`src/rtl/hazard_ctrl.sv`:
```
// hazard_ctrl: stall/bubble and forwarding control for the 5-stage MIPS core.
// It tracks the destination register and remaining Tnew of the instructions in
// E, M and W. From that state and the D-stage timing tuple it produces the
// stall, the forwarding selects and the mult/div HI/LO interlock.
module hazard_ctrl #(
    parameter int MULT_CYC = 5,
    parameter int DIV_CYC  = 10
) (
    input  logic       clk,
    input  logic       reset,
    input  logic       need_rs,
    input  logic       need_rt,
    input  logic [2:0] Tuse_rs,
    input  logic [2:0] Tuse_rt,
    input  logic [2:0] Tnew,
    input  logic [4:0] d_rs,
    input  logic [4:0] d_rt,
    input  logic [4:0] d_dst,
    input  logic       d_md_use,
    input  logic       d_md_start,
    input  logic       d_md_div,
    output logic       stall,
    output logic [1:0] fwd_d_rs,
    output logic [1:0] fwd_d_rt,
    output logic [1:0] fwd_e_rs,
    output logic [1:0] fwd_e_rt,
    output logic       fwd_m_rt,
    output logic       md_busy
);

    // E-stage tracking entry
    logic [4:0] e_dst;
    logic [2:0] e_tnew;
    logic [4:0] e_rs;
    logic [4:0] e_rt;
    logic       e_md_start;
    logic       e_md_div;

    // M-stage tracking entry
    logic [4:0] m_dst;
    logic [2:0] m_tnew;
    logic [4:0] m_rt;

    // W-stage tracking entry
    logic [4:0] w_dst;
    logic [2:0] w_tnew;

    // mult/div busy count
    logic [3:0] busy;

    logic stall_rs;
    logic stall_rt;
    logic stall_md;

    // Tnew counts down as an instruction moves on, and never wraps below 0.
    function automatic logic [2:0] dec_sat(input logic [2:0] t);
        return (t == 3'd0) ? 3'd0 : t - 3'd1;
    endfunction

    // Forwarding source for a register: the E/M result wins over the M/W
    // result. Register 0 is hard-wired, so it is never forwarded.
    function automatic logic [1:0] fwd_sel(
        input logic [4:0] r,
        input logic [4:0] md,
        input logic [2:0] mt,
        input logic [4:0] wd,
        input logic [2:0] wt
    );
        logic [1:0] sel;
        sel = 2'd0;
        if (r != 5'd0) begin
            if (md == r && mt == 3'd0) begin
                sel = 2'd1;
            end else if (wd == r && wt == 3'd0) begin
                sel = 2'd2;
            end
        end
        return sel;
    endfunction

    // Advance the tracking pipeline; a stall drops a bubble into E.
    always_ff @(posedge clk or posedge reset) begin
        if (reset) begin
            e_dst      <= 5'd0;
            e_tnew     <= 3'd0;
            e_rs       <= 5'd0;
            e_rt       <= 5'd0;
            e_md_start <= 1'b0;
            e_md_div   <= 1'b0;
            m_dst      <= 5'd0;
            m_tnew     <= 3'd0;
            m_rt       <= 5'd0;
            w_dst      <= 5'd0;
            w_tnew     <= 3'd0;
        end else begin
            if (stall) begin
                e_dst      <= 5'd0;
                e_tnew     <= 3'd0;
                e_rs       <= 5'd0;
                e_rt       <= 5'd0;
                e_md_start <= 1'b0;
                e_md_div   <= 1'b0;
            end else begin
                e_dst      <= d_dst;
                e_tnew     <= Tnew;
                e_rs       <= d_rs;
                e_rt       <= d_rt;
                e_md_start <= d_md_start;
                e_md_div   <= d_md_div;
            end
            m_dst  <= e_dst;
            m_tnew <= dec_sat(e_tnew);
            m_rt   <= e_rt;
            w_dst  <= m_dst;
            w_tnew <= dec_sat(m_tnew);
        end
    end

    // Busy counter: loaded as a mult/div leaves E, then counts down to 0.
    // A load and a decrement never collide because the starting op stalls
    // any following HI/LO user while it sits in E.
    always_ff @(posedge clk or posedge reset) begin
        if (reset) begin
            busy <= 4'd0;
        end else if (e_md_start) begin
            busy <= e_md_div ? 4'(DIV_CYC) : 4'(MULT_CYC);
        end else if (busy != 4'd0) begin
            busy <= busy - 4'd1;
        end
    end

    // Stall: a source whose producer in E or M is not ready in time, or a
    // HI/LO access while the mult/div unit is (or is about to be) busy.
    always_comb begin
        stall_rs = 1'b0;
        stall_rt = 1'b0;
        stall_md = 1'b0;
        if (need_rs && d_rs != 5'd0) begin
            stall_rs = (e_dst == d_rs && e_tnew > Tuse_rs) ||
                       (m_dst == d_rs && m_tnew > Tuse_rs);
        end
        if (need_rt && d_rt != 5'd0) begin
            stall_rt = (e_dst == d_rt && e_tnew > Tuse_rt) ||
                       (m_dst == d_rt && m_tnew > Tuse_rt);
        end
        stall_md = d_md_use && (busy != 4'd0 || e_md_start);
        stall    = stall_rs || stall_rt || stall_md;
    end

    // Forwarding selects for the D, E and M consumers.
    always_comb begin
        fwd_d_rs = fwd_sel(d_rs, m_dst, m_tnew, w_dst, w_tnew);
        fwd_d_rt = fwd_sel(d_rt, m_dst, m_tnew, w_dst, w_tnew);
        fwd_e_rs = fwd_sel(e_rs, m_dst, m_tnew, w_dst, w_tnew);
        fwd_e_rt = fwd_sel(e_rt, m_dst, m_tnew, w_dst, w_tnew);
        fwd_m_rt = (m_rt != 5'd0) && (w_dst == m_rt) && (w_tnew == 3'd0);
        md_busy  = (busy != 4'd0);
    end

endmodule

```
`config.mk`:
```
export PLATFORM = sky130hd
export DESIGN_NAME = hazard_ctrl
export DESIGN_NICKNAME = d
export VERILOG_FILES = /design/src/rtl/hazard_ctrl.sv
export SDC_FILE = /design/constraint.sdc
export NUM_CORES = 1
export LEC_CHECK = 0
export CORE_UTILIZATION = 49
export DETAILED_ROUTE_END_ITERATION = 8
export PLACE_DENSITY_LB_ADDON = 0.08
export SETUP_SLACK_MARGIN = 0.05
export SLEW_MARGIN = 20
export SYNTH_ARGS = -nofsm -noshare
export SYNTH_HDL_FRONTEND = slang
export SYNTH_SLANG_ARGS = --single-unit
```
`constraint.sdc`:
```
create_clock -name clk -period 2.07 [get_ports clk]
set_input_delay 0.414 -clock clk [delete_from_list [all_inputs] [get_ports clk]]
set_output_delay 0.414 -clock clk [all_outputs]
set_load 0.1 [all_outputs]
```
* Word level (Yosys, flattened, before mapping)
Cells that the tools add are included.
W data, S select, Z words.
** Word-level totals
- Flip-flop bits (word level) :: 45
** Cells by class
- $add $sub $neg :: 3
- Reduce and logical (&&, ||, !) cells :: 32
- Muxes and demuxes :: 25
- Order comparisons :: 4
- Equal/unequal tests :: 11
** Operators with widths (number)
- $eq A5 B5 Y1 :: 11
- $reduce_bool A5 Y1 :: 5
- $mux W2 :: 12
- $logic_and A1 B1 Y1 :: 17
- $mux W5 :: 3
- $gt A3 B3 Y1 :: 4
- $mux W4 :: 3
- $logic_not A3 Y1 :: 3
- $mux W3 :: 3
- $sub A3 B1 Y3 const B :: 2
- $logic_or A1 B1 Y1 :: 5
- $mux W1 :: 4
- $reduce_bool A4 Y1 :: 1
- $sub A4 B1 Y4 const B :: 1
- $reduce_bool A2 Y1 :: 1

* Depth between registers and ports, before layout
Gate-level depths: netlist of the first run.
- Depth in word-level cells :: 7
- Gate-level depth with buffers :: 8

* Worst setup path after synthesis of the first run
No wires, ideal clock.
- Kind :: input-to-output
- Start :: in d_rs[3]
- End :: out fwd_d_rs[1]
- Setup slack :: -3874 ps
- Arrival time :: 5530 ps
- Stages on the path :: 4
- Cells stage by stage :: clkbuf_2 xor2_1 nor3_1 a2111oi_0
** On the way
- Cells in the longest elaborated chain, start to end :: 5
- Elaborated cells between the ends (all ways) :: 8
** Ends and longest elaborated chain
- from (decl) :: RTL line 16 : input logic [4:0] d_rs,
- $eq A5 B5 Y1 :: RTL line 74 : end else if (wd == r && wt == 3'd0) begin
- $logic_and A1 B1 Y1 :: RTL line 74
- $mux W2 :: RTL line 74
- $mux W2 :: RTL line 72 : if (md == r && mt == 3'd0) begin
- $mux W2 (*) :: RTL line 71 : if (r != 5'd0) begin
- to (decl) :: RTL line 23 : output logic [1:0] fwd_d_rs,
Mark *: on every way between the ends. The rest lies on a longest branch, timed or not.

* Worst setup path after layout of the first run
- Start :: reg e_tnew[2]
- End :: out stall
** On the way
- Cells in the longest elaborated chain, start to end :: 6
- Elaborated cells between the ends (all ways) :: 10
** Ends and longest elaborated chain
- from (decl) :: RTL line 33 : logic [2:0] e_tnew;
- from (signal assigned) :: RTL line 105 : e_tnew <= Tnew;
- $gt A3 B3 Y1 (on tied branches) :: RTL line 139, 143
- $logic_and A1 B1 Y1 (on tied branches) :: RTL line 139, 143
- $logic_or A1 B1 Y1 (on tied branches) :: RTL line 139, 143
- $mux W1 (on tied branches) :: RTL line 138, 142
- $logic_or A1 B1 Y1 (*) (2 in a row) :: RTL line 147 : stall = stall_rs || stall_rt || stall_md;
- to (decl) :: RTL line 22 : output logic stall,
Marked as above.

==> results of run 1 <==
critical path: cells and delay by family, from the launching register on:
family	cells	cell delay, ps
flops	1	450
compound gates	2	360
simple gates	2	610
fa+ha+maj	1	320
buf+inv	1	180
cell usage in the layout, fill, tap and decap left out, drive strengths merged, types with 3 or more instances in the layout:
| cell | n |
|---|---|
| nand3 | 7 |
| buf | 62 |
| a31oi | 3 |
| dfrtp | 45 |
| nor4 | 7 |
| o21ai | 7 |
| o21a | 4 |
| and3 | 6 |
| xnor2 | 21 |
| a21oi | 8 |
| xor2 | 33 |
| nor3 | 30 |
| inv | 12 |
| clkbuf | 8 |
| ha | 18 |
| clkdlybuf4s15 | 5 |
| nand2 | 36 |
| nor2 | 10 |
| dlygate4sd2 | 4 |
| clkdlybuf4s50 | 17 |
path summary, 6_finish.rpt:
check / depth (start not counted) / from / end
setup reg to reg: 8 / m_tnew[0]$_DFF_PP0_ / e_rt[4]$_DFF_PP0_
setup / recovery: 6 / e_tnew[2]$_DFF_PP0_ / stall
min in group asynchronous: 3 / reset / w_dst[4]$_DFF_PP0_
hold / removal: 3 / d_rs[2] / e_rs[2]$_DFF_PP0_
max in group asynchronous: 3 / reset / w_dst[0]$_DFF_PP0_
hold reg to reg: 0 / e_dst[1]$_DFF_PP0_ / m_dst[1]$_DFF_PP0_
stage by stage:
step / instance area [sq um] / utilization / total power, mW / setup slack (ps) / std cells
final: 4180 / 0.804 / 3.29 / -558 / 433
after global routing: 4180 / 0.804 / 3.46 / -595 / 433
after CTS: 4000 / 0.769 / 3.16 / -517 / 429
after detailed placement: 3600 / 0.691 / 2.35 / -780 / 415
after global placement: 3600 / 0.691 / 2.31 / -744 / 415
after floorplan: 2830 / - / 1.92 / -385 / 286
metal layers:
metal | vias to the layer above | share of wire
met4 | 0 | 0.016
met2 | 96 | 0.49
met1 | 1158 | 0.44
li1 | 1108 | -
met5 | - | 0
met3 | 13 | 0.055
final cells by class:
class,instances,share of cell area
Inverter,14,0.0141
Sequential cell,45,0.272
Multi-Input combinational cell,206,0.440
Timing Repair Buffer,90,0.226
Tap cell,70,0.0209
Clock inverter,2,0.00927
Clock buffer,6,0.0173
sequential cells by signal, summed over array words and instances, names as in the netlist:
register,cells
e_rs,5
e_rt,5
m_tnew,3
w_dst,5
busy,4
e_dst,5
m_dst,5
w_tnew,3
m_rt,5
e_md_div,1
e_tnew,3
e_md_start,1
cells by family after synthesis:
kind of cell    count (synthesis)  share of synthesized area
fa+ha+maj                      18                     0.0837
flops                          45                      0.418
compound gates                 29                     0.0674
buf+inv                        35                     0.0618
simple gates                  105                      0.193
xor+xnor                       54                      0.176
timing repair:
item,4_1_cts,5_1_grt
setup endpoints to repair,30,30
hold buffers,0,0
gates resized for setup,77,36
setup buffers,7,7
pin swaps,26,24
power by group through the flow:
stage | sequential (mW) | clock (mW) | combinational, mW
final | 1.19 | 0.670 | 1.43
after global routing | 1.20 | 0.725 | 1.53
after CTS | 1.17 | 0.678 | 1.30
after detailed placement | 1.18 | 0 | 1.17
after global placement | 1.18 | 0 | 1.14
after floorplan | 1.13 | 0 | 0.791
==> key figures, run 1 <==
Synthesis
  • Post-Synthesis Cell Area: 2690 sq um
  • Cell taking the most area after synthesis: dfrtp_1
  • Post-Syn Nets: 335
  • Synth warn: 0
  • Register area share after synthesis: 0.418
  • Share of the synthesized area in the top cell type: 0.418
  • Yosys cell types: 34
  • Ys flop type: dfrtp_1
  • Post-synth EDFFs: 0
  • Synth Instances: 286
  • FFs w/ async S/R, synth: 1.00
  • Most common cell in the netlist: dfrtp_1
  • Dominant cells by area after synthesis: dfrtp_1 (42%), xor2_1 (11%), ha_1 (8.4%)
  • Top cell types by occurrence after synthesis: dfrtp_1 (45), nand2_1 (36), xor2_1 (33)
  • Synthesized area per cell: 9.41 sq um
  • Count of state elements after synthesis: 45

Global route
  • First-pass GRT wire length: 11800 microns
  • Vias in the first global route: 2430
  • Initial antenna violation count: 0
  • Met1 Usage GRT: 0.357
  • Gr ovfl total: 0
  • Met3 usage: 0.0395
  • GR peak layer: met2
  • GR Util All Layers: 0.263
  • Met2 usage: 0.438
  • Largest net degree at the start of global routing: 46

Cells and area
  • Sequential Area: 1140 sq um
  • Diodes inserted: 0
  • Nets: 411
  • Synth-to-Final Area Change: 55.5%
  • Footprint of the multi-input gates: 1840 sq um
  • Layout filler cell count: 322
  • Layout cells sized above 1: 0.402

Pwr
  • Switching Fraction: 0.368
  • Worst vdd ir: 0.775 mV
  • PD cells: 785 nW/um^2
  • Clock power frac: 0.204
  • Gate power share: 0.435
  • Reg power frac: 0.361
  • P_int: 2.08 mW
  • NetSw: 1.21 mW
  • Leak: 1.89 nW

Critical path
  • Crit start category: flip-flop
  • R2R setup slack: 10 ps
  • Arrival @ worst endpoint: 2210 ps
  • CP max stage delay: 450 ps
  • Crit-path max FO: 3
  • CP Cell Sequence: ha_4 > a31oi_1 > and3_1 > o211a_1 > or3b_4 > buf_12
  • CP endpoint kind: primary output
  • Critical Path RT: 1660 ps
  • Critical Path Slowest Stage Cell: dfrtp_1
  • Critical path class: flip-flop to primary output

CTS
  • CTS tree: built
  • Clock transition at path regs: 80 ps
  • Clock Latency Late Sink: 300 ps
  • Clock Tree Buf Depth: 2
  • Clock sink count: 45
  • CTS root buffer: clkbuf_8
  • CTS Buf Count: 5
  • H-tree depth: 2

Detailed routing
  • Vias/cell: 5.48
  • Average routed wire per standard cell: 17.8 microns
  • Vias: 2375
  • DRT Wirelength: 7720 microns
  • Remaining DRCs: 0
  • First-pass iteration count of the detailed router: 4
  • Final ANT Viol Nets: 0
  • Iter 0 DRT Violations: 215

Placed design
  • GPL Wtd Cong: 0.866
  • Hpwl dp: 5000 microns
  • PortBufs: 41

Floorplanning
  • # rows: 26
  • Core area: 5200 sq um
  • I/O pin total: 42
  • Initial Util: 0.517
  • DIE AREA: 5790 sq um
  • Die height: 76.1 microns
  • Die width: 76.1 microns

Timing
  • RSZ-0062 raised after global routing: yes
  • Fmax: 0.380 GHz
  • Hold WS: 427 ps
  • Hold Vio Cnt, Final: 0
  • Setup ws final: -558 ps
  • Max_slew headroom: 0.741
  • Fin crit share: 1.27
  • Max-slew violation count: 0
  • Setup violators final: 9
  • Clock skew: 5.30 ps
  • Final Critical Period: 2630 ps
  • Final TNS setup: -2280 ps
  • Slew @ Worst Pin: 387 ps

Run
  • Number of max-cap violations: 0

Run status
  • Failing checks: setup timing
  • Status: complete, but fails checks

Hold path
  • Type of the most critical hold path: input port to flip-flop
(Power assumes the default switching activity.)
==> inputs of run 2 (changes only) <==
--- a/config.mk
+++ b/config.mk
@@ -5,9 +5,11 @@
 export SDC_FILE = /design/constraint.sdc
 export NUM_CORES = 1
 export LEC_CHECK = 0
-export CORE_UTILIZATION = 49
+export CAP_MARGIN = 20
+export CORE_UTILIZATION = 54
 export DETAILED_ROUTE_END_ITERATION = 8
 export PLACE_DENSITY_LB_ADDON = 0.08
+export REMOVE_ABC_BUFFERS = 1
 export SETUP_SLACK_MARGIN = 0.05
 export SLEW_MARGIN = 20
 export SYNTH_ARGS = -nofsm -noshare
==> constraint.sdc (replaced) <==
create_clock -name clk -period 2.42 [get_ports clk]
set_input_delay 0.484 -clock clk [delete_from_list [all_inputs] [get_ports clk]]
set_output_delay 0.484 -clock clk [all_outputs]
set_load 0.1 [all_outputs]
==> key figures, run 2 (synthesis results as in run 1) <==
Floorplanning
  • Initial Util: 0.566 (was 0.517)
  • Die height: 72.6 microns (was 76.1 microns)
  • DIE AREA: 5270 sq um (was 5790 sq um)
  • Core area: 4750 sq um (was 5200 sq um)
  • Die width: 72.6 microns (was 76.1 microns)
  • # rows: 25 (was 26)
  • I/O pin total: 42 (unchanged)

Placed design
  • Post-Place Setup Slack: -573 ps (was -780 ps)
  • Cell Area, Placed: 3350 sq um (was 3600 sq um)
  • Hpwl dp: 4460 microns (was 5000 microns)
  • GPL Wtd Cong: 0.844 (was 0.866)
  • PortBufs: 41 (unchanged)

Global route
  • Initial antenna violation count: 0 (unchanged)
  • Gr ovfl total: 0 (unchanged)
  • GR Util All Layers: 0.267 (was 0.263)
  • Largest net degree at the start of global routing: 30 (was 46)
  • First-pass GRT wire length: 10500 microns (was 11800 microns)
  • Vias in the first global route: 2289 (was 2430)

Critical path
  • Critical path class: input port to primary output (was flip-flop to primary output)
  • CP endpoint kind: primary output (unchanged)
  • Crit start category: input port (was flip-flop)
  • Crit-path max FO: 2 (was 3)
  • Arrival @ worst endpoint: 2110 ps (was 2210 ps)
  • Critical Path RT: 1940 ps (was 1660 ps)

Timing
  • Hold WS: 456 ps (was 427 ps)
  • Fin crit share: 1.07
  • Max_slew headroom: 0.756 (was 0.741)
  • Fmax: 0.386 GHz
  • Setup violators final: 1 (was 9)
  • Final Critical Period: 2590 ps
  • Setup ws final: -173 ps (was -558 ps)
  • Slew @ Worst Pin: 367 ps (was 387 ps)
  • Hold Vio Cnt, Final: 0 (unchanged)
  • RSZ-0062 raised after global routing: yes (unchanged)
  • Clock skew: 2.50 ps (was 5.30 ps)
  • Final TNS setup: -173 ps (was -2280 ps)
  • Max-slew violation count: 0 (unchanged)

CTS
  • Clock Tree Buf Depth: 2 (unchanged)
  • CTS tree: built (unchanged)
  • Clock sink count: 45 (unchanged)
  • CTS hold repair buffers: 0 (unchanged)
  • CTS root buffer: clkbuf_8 (unchanged)
  • H-tree depth: 2 (unchanged)
  • Clock Latency Late Sink: 290 ps (was 300 ps)
  • Clock transition at path regs: 80 ps (about the same)
  • CTS Buf Count: 5 (unchanged)

Detailed routing
  • Iter 0 DRT Violations: 156 (was 215)
  • DRT Wirelength: 6620 microns (was 7720 microns)
  • Vias: 2264 (was 2375)
  • Vias/cell: 5.50 (was 5.48)
  • Average routed wire per standard cell: 16.1 microns (was 17.8 microns)
  • Remaining DRCs: 0 (unchanged)
  • First-pass iteration count of the detailed router: 4 (unchanged)
  • Final ANT Viol Nets: 0 (unchanged)

Hold path
  • Type of the most critical hold path: flip-flop to flip-flop (was input port to flip-flop)

Pwr
  • Leak: 1.71 nW (was 1.89 nW)
  • PD cells: 662 nW/um^2 (was 785 nW/um^2)
  • Worst vdd ir: 0.492 mV (was 0.775 mV)

Run
  • Number of max-cap violations: 0 (unchanged)

Cells and area
  • Most common cell after layout, fill and taps aside: nand2_1 (was dfrtp_1)
  • Final Core Density: 0.780 (was 0.804)
  • Highest-count cells in the layout ignoring fill and taps: nand2_1 (36), dfrtp_1 (34), xor2_1 (31), buf_4 (29), nor3_1 (24) (was dfrtp_1 (36), nand2_1 (33), buf_4 (32), xor2_1 (29), nor3_1 (22))
  • Nets: 393 (was 411)
  • Diodes inserted: 0 (unchanged)
  • Layout cells sized above 1: 0.307 (was 0.402)
  • Final instance area: 3710 sq um (was 4180 sq um)
  • Synth-to-Final Area Change: 37.8% (was 55.5%)
  • Layout filler cell count: 317 (was 322)

Run status
  • Failing checks: setup timing (unchanged)
  • Status: complete, but fails checks (unchanged)
==> run 2: cell types whose count changed in the layout (fill, tap and decap cells not counted), moves of 4 or more <==
| cell | previous run | this run |
|---|---|---|
| buf_6 | 15 | 2 |
| clkbuf_2 | 2 | 7 |
| xnor2_1 | 13 | 21 |
| nor4_1 | 2 | 6 |
| xnor2_2 | 7 | 0 |
==> run 2: final timing paths <==
| check | from | endpoint | slack (ps) | cells after the start |
|---|---|---|---|---|
| min | e_dst[4]$_DFF_PP0_ | m_dst[4]$_DFF_PP0_ | 460 | 0 |
| max in group asynchronous | reset | w_dst[3]$_DFF_PP0_ | 1320 | 4 |
| min in group asynchronous | reset | e_rt[4]$_DFF_PP0_ | 550 | 3 |
| min reg2reg | e_dst[4]$_DFF_PP0_ | m_dst[4]$_DFF_PP0_ | 460 | 0 |
| max reg2reg | e_tnew[2]$_DFF_PP0_ | e_rs[0]$_DFF_PP0_ | 520 | 8 |
| max | Tuse_rt[1] | stall | -170 | 9 |
==> run 2: cell type report <==
cell class	instances	area (sq um)	area share
clock buffers	6	72.6	0.0196
multi-input cells	206	1630	0.440
inverters	14	52.6	0.0142
well taps	67	83.8	0.0226
repair buffers	72	719	0.194
clock inverters	2	10.0	0.00270
flip-flops and latches	45	1140	0.307
==> run 2: metal layers <==
metal	track usage	share of wire
met5	0	0
met4	0.0915	0.022
met1	0.321	0.40
met2	0.477	0.53
met3	0.0525	0.051
==> run 2: through the flow <==
step                      total power [mW]  std cells
after global placement                1.84        396
after detailed placement              1.87        396
after floorplan                       1.55        265
after global routing                  2.59        412
after CTS                             2.38        408
final                                 2.46        412
==> run 2: critical path: stages <==
cell and delay, ps:
clkdlybuf4s15_1 190, inv_2 70, ha_4 260, and3_1 150
a211o_1 120, nor3_2 40, o211a_1 230, or3b_4 390
buf_12 180
==> run 2: what timing repair did <==
item,4_1_cts,5_1_grt
buffers inserted,4,5
setup endpoints to repair,7,9
gates resized for setup,58,33
pin swaps,20,17
==> run 2: power by group <==
group	switching, mW	internal [mW]	total [mW]
registers	0.135	0.873	1.01
logic	0.540	0.466	1.01
clock network	0.242	0.200	0.443
==> edit (flow settings as in run 1) <==
Make the reset (`reset`) synchronous in 2 clocked blocks.
--- a/src/rtl/hazard_ctrl.sv
+++ b/src/rtl/hazard_ctrl.sv
@@ -81,3 +81,3 @@
     // Advance the tracking pipeline; a stall drops a bubble into E.
-    always_ff @(posedge clk or posedge reset) begin
+    always_ff @(posedge clk) begin
         if (reset) begin
@@ -121,3 +121,3 @@
     // any following HI/LO user while it sits in E.
-    always_ff @(posedge clk or posedge reset) begin
+    always_ff @(posedge clk) begin
         if (reset) begin
Check against the original RTL: differs if reset is asserted again (counterexample within 4 cycles, from zero or initial values and one cycle with reset high); with reset held inactive, the same outputs for 10 cycles.
==> edit against run 1 <==
The flow still finishes with violations (setup timing); total power increased by 20%; final cell count increased by 6.9%; sequential cell count unchanged; synthesized area increased by 4.0%; critical path depth increased by 2; clock skew decreased by 0.0021 ns; count of clock-buffer cells in the layout increased by 1; largest power group unchanged; sequential share of layout area decreased by 5.7 points; synthesized cell count increased by 7.0%; design area increased by 5.6%; wire length increased by 3.3%; worst setup slack improved by 0.11 ns.
==> edit: results (changes against run 1) <==
Run status
  • Run status: complete, but fails checks
  • Violated checks: setup timing

Drt
  • Avg WL per Cell: 17.2 um (-3.4%)
  • M1 WL: 3330 um (-1.2%)
  • Routed wl met3: 318 um (-25%)
  • Top sig layer: met4
  • Drt initial violations: 123 (-43%)

Power and ir drop
  • Switch Pwr: 1.67 mW (+39%)
  • Share of total power in the clock network: 13.7% (-6.7 points)
  • Power Combinational: 2.22 mW (+55%)
  • PnR Total Power: 3.94 mW (+20%)
  • Peak supply drop: 0.984 mV (+27%)

Yosys
  • Adder-cell area share of the yosys netlist: 8.05% (-0.32 points)
  • Post-synthesis async set-or-reset flop share: 0% (-100 points)
  • Syn Nets: 355 (+6.0%)
  • Top post-synthesis cells by area: dfxtp_1 32%, xor2_1 10%, nor4_2 9.8%, ha_1 8.1%, xnor2_1 6.6%
  • Mapped Cells: 306 (+7.0%)
  • Synth Area in XOR/XNOR: 16.6% (-0.98 points)
  • Synth Area in Compound Gates: 5.77% (-0.97 points)
  • Sequential share of the synthesized area: 32.2% (-9.6 points)
  • Synth cell count leaders: 45 x dfxtp_1, 32 x xor2_1, 22 x nor4_2, 21 x xnor2_1, 19 x nand2b_1

Global routing
  • Met2 usage: 47.5% (+3.7 points)
  • Total global-route track usage: 27.0% (+0.70 points)
  • Met3 usage: 4.35% (+0.40 points)

Timing
  • Clock skew: 0.00322 ns (-0.00208 ns)
  • Worst Slack Setup Final: -0.448 ns (+0.111 ns)
  • Setup violations, final: 29 (+20)
  • Max-slew headroom: 67.5% (-6.6 points)
  • Setup TNS: -2.59 ns (-0.312 ns)

Clock tree
  • Post-CTS Setup Inserts: 15 (+8)
  • CTS resizes: 95 (+23%)

Critical path
  • Reg2reg start: m_tnew[1]
  • Worst R2R Setup Slack: -0.06 ns (-0.07 ns)
  • Slowest stage cell, crit path: dfxtp_4
  • Worst R2R Path Depth: 9 (+1)
  • Largest stage delay on the critical path: 0.37 ns (-0.08 ns)
  • Reg2Reg Capture Point: e_rt[4]
  • Arrival time worst endpoint: 2.10 ns (-0.11 ns)

Cells and area
  • Clock-cell share: 1.90% (-0.76 points)
  • Area of the multi-input gates: 2220 um2 (+21%)
  • Repair and plain buffers: 99 (+10%)
  • # fillers: 316 (-1.9%)
  • Layout Area Growth over Synthesis: 57.9%
  • Share of cells above drive strength 1: 48.6% (+8.4 points)
  • Post-layout nets: 439 (+6.8%)
  • Non-clock buffer share: 23.0% (+0.37 points)
  • Final Non-Filler Cells: 463 (+6.9%)

Placement
  • Hpwl dp: 4960 um (-0.72%)
  • Routability congestion estimate: 0.871 (+0.60%)
  • Cells after DPL: 432 (+4.1%)
  • Dpl ws: -0.600 ns (+0.180 ns)
  • Placed cell area: 3690 um2 (+2.6%)

Hold path
  • Worst hold path class: reg2reg
-- edit: cell count changes after synthesis, sizes merged, moves of 5 or more --
cell	delta
nor2	+8
a21oi	+5
nand2b	+18
nor4	+20
nor3	-19
nor2b	+14
nand2	-27
dfrtp	-45
dfxtp	+45
and3	-6
-- edit: worst min path at each step --
stage | startpoint | cells past startpoint | to | slack, ns
after floorplan | e_tnew[0] | 1 | m_tnew[0] | 0.40
after global placement | e_tnew[0] | 1 | m_tnew[0] | 0.43
after detailed placement | m_tnew[0] | 1 | w_tnew[0] | 0.43
after CTS | m_tnew[0] | 1 | w_tnew[0] | 0.43
after global routing | e_tnew[0] | 1 | m_tnew[0] | 0.47
final | e_tnew[0] | 1 | m_tnew[0] | 0.44
-- edit: logic make-up (layout without fill, tap and decap cells) --
family,count (synthesis),in the layout
AND/OR/NAND/NOR,127,127
XOR/XNOR,53,53
flip-flops,45,45
buffers and inverters,36,121
AO/OA/AOI/OAI,26,26
adder cells (fa/ha/maj),18,18
multiplexers,1,1
